`config.mk`:
```
export PLATFORM = sky130hd
export DESIGN_NAME = mem_arbiter_flat
export DESIGN_NICKNAME = d
export VERILOG_FILES = /design/src/rtl/mem_arbiter_pkg.sv /design/src/rtl/mem_arbiter_if.sv /design/src/rtl/mem_arbiter_hold_counter.sv /design/src/rtl/mem_arbiter.sv /design/src/flat_wrapper.sv
export SDC_FILE = /design/constraint.sdc
export NUM_CORES = 1
export LEC_CHECK = 0
export ABC_AREA = 1
export BUFFER_PORTS_ARGS = -buffer_cell sky130_fd_sc_hd__buf_2
export CORE_ASPECT_RATIO = 0.75
export CORE_MARGIN = 10
export CORE_UTILIZATION = 32
export CTS_CLUSTER_DIAMETER = 50
export DETAILED_ROUTE_END_ITERATION = 6
export PLACE_DENSITY = 0.91
export SKIP_LAST_GASP = 1
export SYNTH_ARGS = -nofsm -noshare
export SYNTH_HDL_FRONTEND = slang
export SYNTH_SLANG_ARGS = --single-unit
```
`constraint.sdc`:
```
create_clock -name clk -period 1.7 [get_ports clk]
set_clock_uncertainty 0.05 [all_clocks]
set_input_delay 0.34 -clock clk [delete_from_list [all_inputs] [get_ports clk]]
set_output_delay 0.34 -clock clk [all_outputs]
set_load 0.01 [all_outputs]
```
`src/rtl/mem_arbiter_pkg.sv`:
```
// Shared types for the data-memory arbiter: owner encodings, port ids and
// a helper that sizes the hold counter from MAX_HOLD.
package mem_arbiter_pkg;

    typedef enum logic [1:0] {
        OWN_IDLE = 2'd0,
        OWN_A    = 2'd1,
        OWN_B    = 2'd2
    } owner_e;

    typedef enum logic {
        PORT_A = 1'b0,
        PORT_B = 1'b1
    } port_e;

    // Bits needed to hold 0..max_hold inclusive.
    function automatic int hold_width(input int max_hold);
        return (max_hold < 1) ? 1 : $clog2(max_hold + 1);
    endfunction

endpackage

```
`src/rtl/mem_arbiter_if.sv`:
```
// One requester port of the memory arbiter; the requester uses master,
// the arbiter uses slave.
interface mem_arbiter_if #(
    parameter int WORD_SIZE = 16,
    parameter int ADDR_SIZE = 16
);
    logic                 req;
    logic                 we;
    logic                 lock;
    logic [ADDR_SIZE-1:0] addr;
    logic [WORD_SIZE-1:0] wdata;
    logic                 gnt;
    logic                 rvalid;
    logic [WORD_SIZE-1:0] rdata;

    modport master (
        output req,
        output we,
        output lock,
        output addr,
        output wdata,
        input  gnt,
        input  rvalid,
        input  rdata
    );

    modport slave (
        input  req,
        input  we,
        input  lock,
        input  addr,
        input  wdata,
        output gnt,
        output rvalid,
        output rdata
    );

endinterface

```
`src/rtl/mem_arbiter_hold_counter.sv`:
```
// Saturating count of consecutive grants to the current owner; bounds how
// long a locked owner can keep the memory while the other port waits.
module arb_hold_counter
    import mem_arbiter_pkg::*;
#(
    parameter int MAX_HOLD = 8
) (
    input  logic clk,
    input  logic reset,
    input  logic inc,
    input  logic clr,
    input  logic load_one,
    output logic saturated
);

    localparam int CW = hold_width(MAX_HOLD);
    localparam logic [CW-1:0] MAX_W = CW'(MAX_HOLD);

    logic [CW-1:0] count_q;
    logic [CW-1:0] count_d;

    // clr wins over load_one, which wins over inc; inc stops at MAX_HOLD.
    always_comb begin
        count_d = count_q;
        if (clr) begin
            count_d = '0;
        end else if (load_one) begin
            count_d = CW'(1);
        end else if (inc && (count_q < MAX_W)) begin
            count_d = count_q + 1'b1;
        end
    end

    always_ff @(posedge clk) begin
        if (reset) begin
            count_q <= '0;
        end else begin
            count_q <= count_d;
        end
    end

    assign saturated = (count_q >= MAX_W);

endmodule

```
`src/rtl/mem_arbiter.sv`:
```
// Two-port arbiter for the single-port data memory: one access per cycle,
// round-robin on contention, optional lock bounded by MAX_HOLD.
module mem_arbiter
    import mem_arbiter_pkg::*;
#(
    parameter int WORD_SIZE = 16,
    parameter int ADDR_SIZE = 16,
    parameter int MAX_HOLD  = 8
) (
    input  logic                 clk,
    input  logic                 reset,
    mem_arbiter_if.slave         a_port,
    mem_arbiter_if.slave         b_port,
    output logic [ADDR_SIZE-1:0] mem_addr,
    output logic [WORD_SIZE-1:0] mem_wdata,
    output logic                 mem_we,
    input  logic [WORD_SIZE-1:0] mem_rdata
);

    owner_e owner_q;
    owner_e owner_d;
    port_e  last_gnt_q;
    port_e  last_gnt_d;

    logic a_gnt;
    logic b_gnt;
    logic hold_inc;
    logic hold_clr;
    logic hold_load;
    logic hold_sat;

    logic a_rvalid_q;
    logic a_rvalid_d;
    logic b_rvalid_q;
    logic b_rvalid_d;

    arb_hold_counter #(
        .MAX_HOLD (MAX_HOLD)
    ) u_hold_counter (
        .clk       (clk),
        .reset     (reset),
        .inc       (hold_inc),
        .clr       (hold_clr),
        .load_one  (hold_load),
        .saturated (hold_sat)
    );

    // A locked owner keeps priority only until the hold counter saturates.
    always_comb begin
        a_gnt = 1'b0;
        b_gnt = 1'b0;
        if (!reset) begin
            case ({a_port.req, b_port.req})
                2'b10: a_gnt = 1'b1;
                2'b01: b_gnt = 1'b1;
                2'b11: begin
                    if ((owner_q == OWN_A) && a_port.lock && !hold_sat) begin
                        a_gnt = 1'b1;
                    end else if ((owner_q == OWN_B) && b_port.lock && !hold_sat) begin
                        b_gnt = 1'b1;
                    end else if (last_gnt_q == PORT_B) begin
                        a_gnt = 1'b1;
                    end else begin
                        b_gnt = 1'b1;
                    end
                end
                default: ;
            endcase
        end
    end

    always_comb begin
        owner_d    = owner_q;
        last_gnt_d = last_gnt_q;
        hold_inc   = 1'b0;
        hold_clr   = 1'b0;
        hold_load  = 1'b0;
        if (a_gnt) begin
            owner_d    = OWN_A;
            last_gnt_d = PORT_A;
            hold_inc   = (owner_q == OWN_A);
            hold_load  = (owner_q != OWN_A);
        end else if (b_gnt) begin
            owner_d    = OWN_B;
            last_gnt_d = PORT_B;
            hold_inc   = (owner_q == OWN_B);
            hold_load  = (owner_q != OWN_B);
        end else begin
            owner_d  = OWN_IDLE;
            hold_clr = 1'b1;
        end
    end

    // last_gnt resets to B so that A wins the first tie.
    always_ff @(posedge clk) begin
        if (reset) begin
            owner_q    <= OWN_IDLE;
            last_gnt_q <= PORT_B;
        end else begin
            owner_q    <= owner_d;
            last_gnt_q <= last_gnt_d;
        end
    end

    always_comb begin
        mem_addr  = '0;
        mem_wdata = '0;
        mem_we    = 1'b0;
        if (a_gnt) begin
            mem_addr  = a_port.addr;
            mem_wdata = a_port.wdata;
            mem_we    = a_port.we;
        end else if (b_gnt) begin
            mem_addr  = b_port.addr;
            mem_wdata = b_port.wdata;
            mem_we    = b_port.we;
        end
    end

    always_comb begin
        a_rvalid_d = a_gnt & ~a_port.we;
        b_rvalid_d = b_gnt & ~b_port.we;
    end

    always_ff @(posedge clk) begin
        if (reset) begin
            a_rvalid_q <= 1'b0;
            b_rvalid_q <= 1'b0;
        end else begin
            a_rvalid_q <= a_rvalid_d;
            b_rvalid_q <= b_rvalid_d;
        end
    end

    // Gating with reset drops a read that was granted just before reset rose.
    assign a_port.gnt    = a_gnt;
    assign b_port.gnt    = b_gnt;
    assign a_port.rvalid = a_rvalid_q & ~reset;
    assign b_port.rvalid = b_rvalid_q & ~reset;
    assign a_port.rdata  = mem_rdata;
    assign b_port.rdata  = mem_rdata;

endmodule

```
`src/flat_wrapper.sv`:
```
// flat-port wrapper written by rule: the top's interface ports become plain ports
module mem_arbiter_flat import mem_arbiter_pkg::*;
#(
    parameter int WORD_SIZE = 16,
    parameter int ADDR_SIZE = 16,
    parameter int MAX_HOLD  = 8
)
  (clk, reset, mem_addr, mem_wdata, mem_we, mem_rdata, a_port_req, a_port_we, a_port_lock, a_port_addr, a_port_wdata, a_port_gnt, a_port_rvalid, a_port_rdata, b_port_req, b_port_we, b_port_lock, b_port_addr, b_port_wdata, b_port_gnt, b_port_rvalid, b_port_rdata);
  mem_arbiter_if #(.WORD_SIZE(WORD_SIZE), .ADDR_SIZE(ADDR_SIZE)) a_port_i ();
  mem_arbiter_if #(.WORD_SIZE(WORD_SIZE), .ADDR_SIZE(ADDR_SIZE)) b_port_i ();
  input  logic clk;
  input  logic reset;
  output logic [ADDR_SIZE-1:0] mem_addr;
  output logic [WORD_SIZE-1:0] mem_wdata;
  output logic mem_we;
  input  logic [WORD_SIZE-1:0] mem_rdata;
  input wire logic [$bits(a_port_i.req)-1:0] a_port_req;
  input wire logic [$bits(a_port_i.we)-1:0] a_port_we;
  input wire logic [$bits(a_port_i.lock)-1:0] a_port_lock;
  input wire logic [$bits(a_port_i.addr)-1:0] a_port_addr;
  input wire logic [$bits(a_port_i.wdata)-1:0] a_port_wdata;
  output wire logic [$bits(a_port_i.gnt)-1:0] a_port_gnt;
  output wire logic [$bits(a_port_i.rvalid)-1:0] a_port_rvalid;
  output wire logic [$bits(a_port_i.rdata)-1:0] a_port_rdata;
  input wire logic [$bits(b_port_i.req)-1:0] b_port_req;
  input wire logic [$bits(b_port_i.we)-1:0] b_port_we;
  input wire logic [$bits(b_port_i.lock)-1:0] b_port_lock;
  input wire logic [$bits(b_port_i.addr)-1:0] b_port_addr;
  input wire logic [$bits(b_port_i.wdata)-1:0] b_port_wdata;
  output wire logic [$bits(b_port_i.gnt)-1:0] b_port_gnt;
  output wire logic [$bits(b_port_i.rvalid)-1:0] b_port_rvalid;
  output wire logic [$bits(b_port_i.rdata)-1:0] b_port_rdata;
  assign a_port_i.req = a_port_req;
  assign a_port_i.we = a_port_we;
  assign a_port_i.lock = a_port_lock;
  assign a_port_i.addr = a_port_addr;
  assign a_port_i.wdata = a_port_wdata;
  assign a_port_gnt = a_port_i.gnt;
  assign a_port_rvalid = a_port_i.rvalid;
  assign a_port_rdata = a_port_i.rdata;
  assign b_port_i.req = b_port_req;
  assign b_port_i.we = b_port_we;
  assign b_port_i.lock = b_port_lock;
  assign b_port_i.addr = b_port_addr;
  assign b_port_i.wdata = b_port_wdata;
  assign b_port_gnt = b_port_i.gnt;
  assign b_port_rvalid = b_port_i.rvalid;
  assign b_port_rdata = b_port_i.rdata;
  mem_arbiter #(.WORD_SIZE(WORD_SIZE), .ADDR_SIZE(ADDR_SIZE), .MAX_HOLD(MAX_HOLD)) u_core (.clk(clk), .reset(reset), .a_port(a_port_i), .b_port(b_port_i), .mem_addr(mem_addr), .mem_wdata(mem_wdata), .mem_we(mem_we), .mem_rdata(mem_rdata));
endmodule
```
### Yosys cells after proc, flatten, opt, wreduce, memory -nomap -nowiden

Cells that the tools add are included.

* register bits after elaboration: 9
* latch bits: 0
* RAM bits: 0
* bits in read-only memories: 0
* input bits: 88
* output and inout port bits: 69
* word-level logic and storage cells: 63
* memories: 0

* add/sub/neg operators: 1
* multipliers: 0
* div/mod/pow operators: 0
* $lt $le $gt $ge: 2
* equal/unequal tests: 7
* shift operators: 0
* mux-type cells: 28
* bitwise logic cells: 7
* reductions and logical operators: 11

Operators with widths (number)
* 2-to-1 mux 16 bit: 4
* 2-to-1 mux 1 bit: 21
* == test 2 bit, second input constant: 3
* logical AND 1 bit: 5
* adder 4 x 1 -> 4 bit, second input constant: 1
* bitwise AND 1 bit: 4
* == test 2 x 1 -> 1 bit, second input constant: 2
* greater-or-equal comparator 4 bit, second input constant: 1
* less-than comparator 4 bit, second input constant: 1
* one-hot mux 1 bit (2 select lines): 2
* nonzero test 2 bit: 2
* OR reduction 2 bit: 2
* inverter 1 bit: 3
* OR reduction 3 bit: 1
* 2-to-1 mux 2 bit: 1
* != test 2 x 1 -> 1 bit, second input constant: 1
* != test 2 bit, second input constant: 1
* logical NOT 1 bit: 1

### Logic depth before layout (Yosys ltp)

* word-level depth: 12
* mapped depth: 12
* depth with buffers taken out: 12

### Modules after synthesis

From an unflattened synthesis, not the netlist that was laid out.

* cell total of the unflattened synthesis: 224
* area total of the unflattened synthesis: 1597.8 µm²

Modules (own cells, without submodules)
* mem_arbiter: instances 1, cells each 188, area an instance 1368.8 µm², sequential area each 100.1 µm²
* arb_hold_counter: instances 1, cells each 36, area an instance 229.0 µm², sequential area each 80.1 µm²

### Least setup slack after synthesis

No wires, ideal clock.

* path type: register to output
* from: register u_core.owner_q[1]
* to: output port mem_wdata[10]
* arrival time: 1.191 ns
* data required time: 1.310 ns
* path slack: 0.119 ns
* cell stages (with the launch flop): 12
* path buffers: 1
* cells stage by stage: dfxtp_1 > inv_2 > nor2_2 > nand2_1 > nand2_2 > nand2_1 > nand2_2 > nand2_2 > inv_4 > buf_12 > nand2_2 > nand2_1

* cells in the longest elaborated chain, start to end: 9
* elaborated cells between the ends (all ways): 16
* those cells by class: eq/ne (2); mux (10); reduce/logical (4)

Ends and longest elaborated chain
* start, declared: line mem_arbiter.sv:20 `owner_e owner_q;`
* start signal, assigned: line mem_arbiter.sv:100 `owner_q <= owner_d;`
* == test 2 bit: line mem_arbiter.sv:59 `end else if ((owner_q == OWN_B) && b_port.lock && !hold_sat) begin`
* logical AND 1 bit (2 in series): line mem_arbiter.sv:59
* 2-to-1 mux 1 bit: line mem_arbiter.sv:59
* 2-to-1 mux 1 bit *: line mem_arbiter.sv:57 `if ((owner_q == OWN_A) && a_port.lock && !hold_sat) begin`
* one-hot mux 1 bit (2 select lines) *: line mem_arbiter.sv:53 `case ({a_port.req, b_port.req})`
* 2-to-1 mux 1 bit *: line mem_arbiter.sv:52 `if (!reset) begin`
* named net b_port_gnt: line flat_wrapper.sv:30 `output wire logic [$bits(b_port_i.gnt)-1:0] b_port_gnt;`
* 2-to-1 mux 16 bit *: line mem_arbiter.sv:113 `end else if (b_gnt) begin`
* 2-to-1 mux 16 bit *: line mem_arbiter.sv:109 `if (a_gnt) begin`
* end, declared: line flat_wrapper.sv:14 `output logic [WORD_SIZE-1:0] mem_wdata;`

Mark *: on every way through the listed nets, which the timed path passes. The rest lies on a longest branch.

### Worst setup path after layout

* from: register u_core.owner_q[0]
* to: output port mem_wdata[0]

* cells in the longest elaborated chain, start to end: 9
* elaborated cells between the ends (all ways): 16
* those cells by class: eq/ne (2); mux (10); reduce/logical (4)

Ends and longest elaborated chain (line)
* == test 2 bit: mem_arbiter.sv:59
* logical AND 1 bit (2 in series): mem_arbiter.sv:59
* 2-to-1 mux 1 bit: mem_arbiter.sv:59
* 2-to-1 mux 1 bit: mem_arbiter.sv:57
* one-hot mux 1 bit (2 select lines): mem_arbiter.sv:53
* 2-to-1 mux 1 bit: mem_arbiter.sv:52
* 2-to-1 mux 16 bit: mem_arbiter.sv:113
* 2-to-1 mux 16 bit *: mem_arbiter.sv:109

Mark *: on every way between the ends. The rest lies on a longest branch, timed or not.

==> run metrics <==
WL/cell between 10 and 15 µm; failing checks setup timing; DIE WIDTH 90.27 µm; post-layout instance area 0.001934 mm²; slack of the worst reg-to-reg path ~0.14 ns; dpl hpwl 3581 µm; hold wc startpoint a_port_we; top-area cell type share of the netlist area 29.14%; Max Fclk 0.5058 GHz; global-route wire length before repair approximately 7000 µm; Max-slew headroom 87.85%; site row count 19; Crit path required time approximately 1.3 ns; CP startpoint u_core.owner_q[0]; ant diodes 0; Hold WC Path Type input port to flop; sequential share of power 25.4%; final RePlAce weighted congestion 0.7705; Crit Path Max Fanout 7; Critical R2R Launch u_core.owner_q[0]; placed insts about 330; Initial Util 32.79%; Post-Synth Adder-Cell Area under 10%; Net Sw Power between 0.0003 and 0.0004 W; syn avg cell area ~5.9 µm²; slew of the pin with the lowest slew margin 0.1817 ns; Finished Core Util between 50 and 60%; DIE AREA 0.006562 mm²; clock power share a little over a quarter; synth warn 0; clock root cell clkbuf_8; post-synth top area cell nand2_1; cts bufs inserted 3; initial antenna violation count 0; Hold WS roughly 0.23 ns; CTS tree done; CTS clk-pin slew, worst paths 0.05 ns; main area contributors after synthesis nand2_1 29%, buf_4 21%, dfxtp_1 15%; Final Non-Filler Cells 343; Combinational Power Share 47.3%; PD cells approximately 470 mW/mm²; Cell Area, Placed 0.001608 mm²; Syn Nets 291; Hold Crit Depth 2; RSZ-0062 raised after global routing yes; max-cap violation count 0; Vias 1,504; Worst Hold End u_core.a_rvalid_q; Mapped Area 0.001185 mm²; total track usage about an eighth; 1st-iter DRT viols 39; sw frac around a third; H-tree levels 1; Worst VDD drop 0.4529 mV; global route overflow 0; Slew Viols, Final 0; CTS sink cnt 9; Die Height approximately 73 µm; final worst setup slack -0.2771 ns; worst path arrival time roughly 1.6 ns; CTS Buffer Depth 2; Setup violations, final 35; crit path time final approximately 2.0 ns; Distinct cells, synth 21; # hold bufs at CTS 0; Final ANT Viol Nets 0; Fin. Hold Viols 0; share of layout cells above drive strength 1 between 60% and 70%; xor and xnor area share after synthesis less than 1%; DR DRC count 0; total core area between 0.003 and 0.004 mm²; sequential cell area fraction in the yosys report roughly 15%; Total Nets Final 382; status finished, violations left; num ports approximately 160; Crit Reg-Reg Endpoint u_core.u_hold_counter.count_q[0]; Startpoint Class flop; vias in the first global route roughly 1.5k; WS Path Type flop to primary output; Synth Area in Simple Gates roughly 48%; drt total wl ~4700 µm; Synth Instances ~200; Port Buffers around 110; Clock Latency Late Sink 0.23 ns; #FFs+latches synth 9; largest family of logic cells by synthesized area simple AND/OR/NAND/NOR gates; fin crit share 116.3%; Vias/cell 4.385; complex-gate fraction of the synthesized area under 10%; largest net degree at the start of global routing 16; R2R cell count 12; CP Capture Type primary output; first-pass iteration count of the detailed router 4; Pleak between 1 and 1.5 nW; post-synthesis mux area share 0%; internal power 0.0006038 W; synthesis-to-layout area growth 63.25%
[cells in the mapped netlist]
cell type	instances
nand2_1	92
buf_4	33
nand2_2	19
inv_1	14
dfxtp_1	9
nor2_1	7
a21oi_1	4
nand3_1	4
buf_2	2
buf_8	2
ha_1	2
inv_2	2
nand4_1	2
nor2_2	2
a21oi_2	1
buf_12	1
inv_4	1
nand3_2	1
nand3_4	1
o21ai_0	1
xor2_1	1
[state kept, by name, summed over array words and instances, names as in the netlist]
name                           flops
u_core.a_rvalid_q                  1
u_core.b_rvalid_q                  1
u_core.last_gnt_q                  1
u_core.owner_q                     2
u_core.u_hold_counter.count_q      4
[worst max-delay path, cell delays in order, from the launching register on]
cell and delay (ns):
dfxtp_2 0.35, inv_2 0.05, nor2_4 0.09, nand3_2 0.09
nand2_2 0.08, nand2_2 0.06, nand2_2 0.09, clkinv_4 0.11
clkbuf_16 0.19, nand2_2 0.07, nand2_1 0.05, buf_2 0.13
[what timing repair did]
action | in CTS | in global routing
gates resized for setup | 13 | 39
setup endpoints to repair | 35 | 36
buffers inserted | 4 | 0
pin swaps | 0 | 9
gates cloned | 1 | 1
[power by group through the flow]
stage                     clock [W]  combinational (W)  sequential [W]
after floorplan                   0           0.000245        0.000232
after global placement            0           0.000339        0.000233
after global routing       0.000262           0.000471        0.000232
final                      0.000249           0.000430        0.000231
after detailed placement          0           0.000347        0.000234
after CTS                  0.000254           0.000379        0.000230
[layout by cell type (no fill, tap or decap), types with 2 or more instances in the layout]
cell / instances
a21oi_2: 2
buf_12: 4
nand4_1: 2
inv_2: 2
inv_1: 13
a21oi_1: 3
nand3_1: 3
nor2_4: 2
nand3_2: 2
nand2_1: 77
buf_2: 96
clkbuf_8: 3
dfxtp_1: 7
buf_6: 14
nand2_4: 9
ha_1: 2
nand2_2: 25
buf_4: 8
nor2_1: 6
[layout make-up]
cell class,count,area [µm²]
Tap cell,52,65.06
Clock buffer,4,45.04
Inverter,17,73.82
Timing Repair Buffer,124,830.8
Sequential cell,9,185.2
Multi-Input combinational cell,137,734.5
Fill cell,338,1679
[cell families (layout without fill, tap and decap cells)]
kind of cell | Yosys count | after routing
simple gates | 128 | 128
buf+inv | 55 | 145
flops | 9 | 9
compound gates | 6 | 6
fa+ha+maj | 2 | 2
xor+xnor | 1 | 1
[routing by layer]
layer	part of all wire, %	global-route usage (%)	up-vias
met3	11	6.064	14
met2	45	20.34	108
li1	-	-	747
met1	41	13.23	635
met4	2.8	6.514	0
met5	0	0	-
[through the flow]
stage | setup TNS [ns] | total power [W] | setup WS [ns]
2_1_floorplan | 0 | 0.0004766 | 0.1192
3_3_place_gp | -0.1754 | 0.0005719 | -0.02342
3_5_place_dp | -0.9087 | 0.0005809 | -0.05567
4_1_cts | -7.000 | 0.0008633 | -0.2297
5_1_grt | -11.33 | 0.0009654 | -0.3620
6_report | -8.124 | 0.0009101 | -0.2771
[worst max path at each step]
stage                    end  slack (ns)  cells after the start
3_3_place_gp   mem_wdata[15]       -0.02                     13
2_1_floorplan  mem_wdata[10]        0.12                     11
4_1_cts         mem_wdata[2]       -0.23                     12
3_5_place_dp    mem_wdata[2]       -0.06                     13
5_1_grt         mem_wdata[0]       -0.36                     11
6_report        mem_wdata[0]       -0.28                     11
No activity file was read; power rests on OpenSTA's default activity.
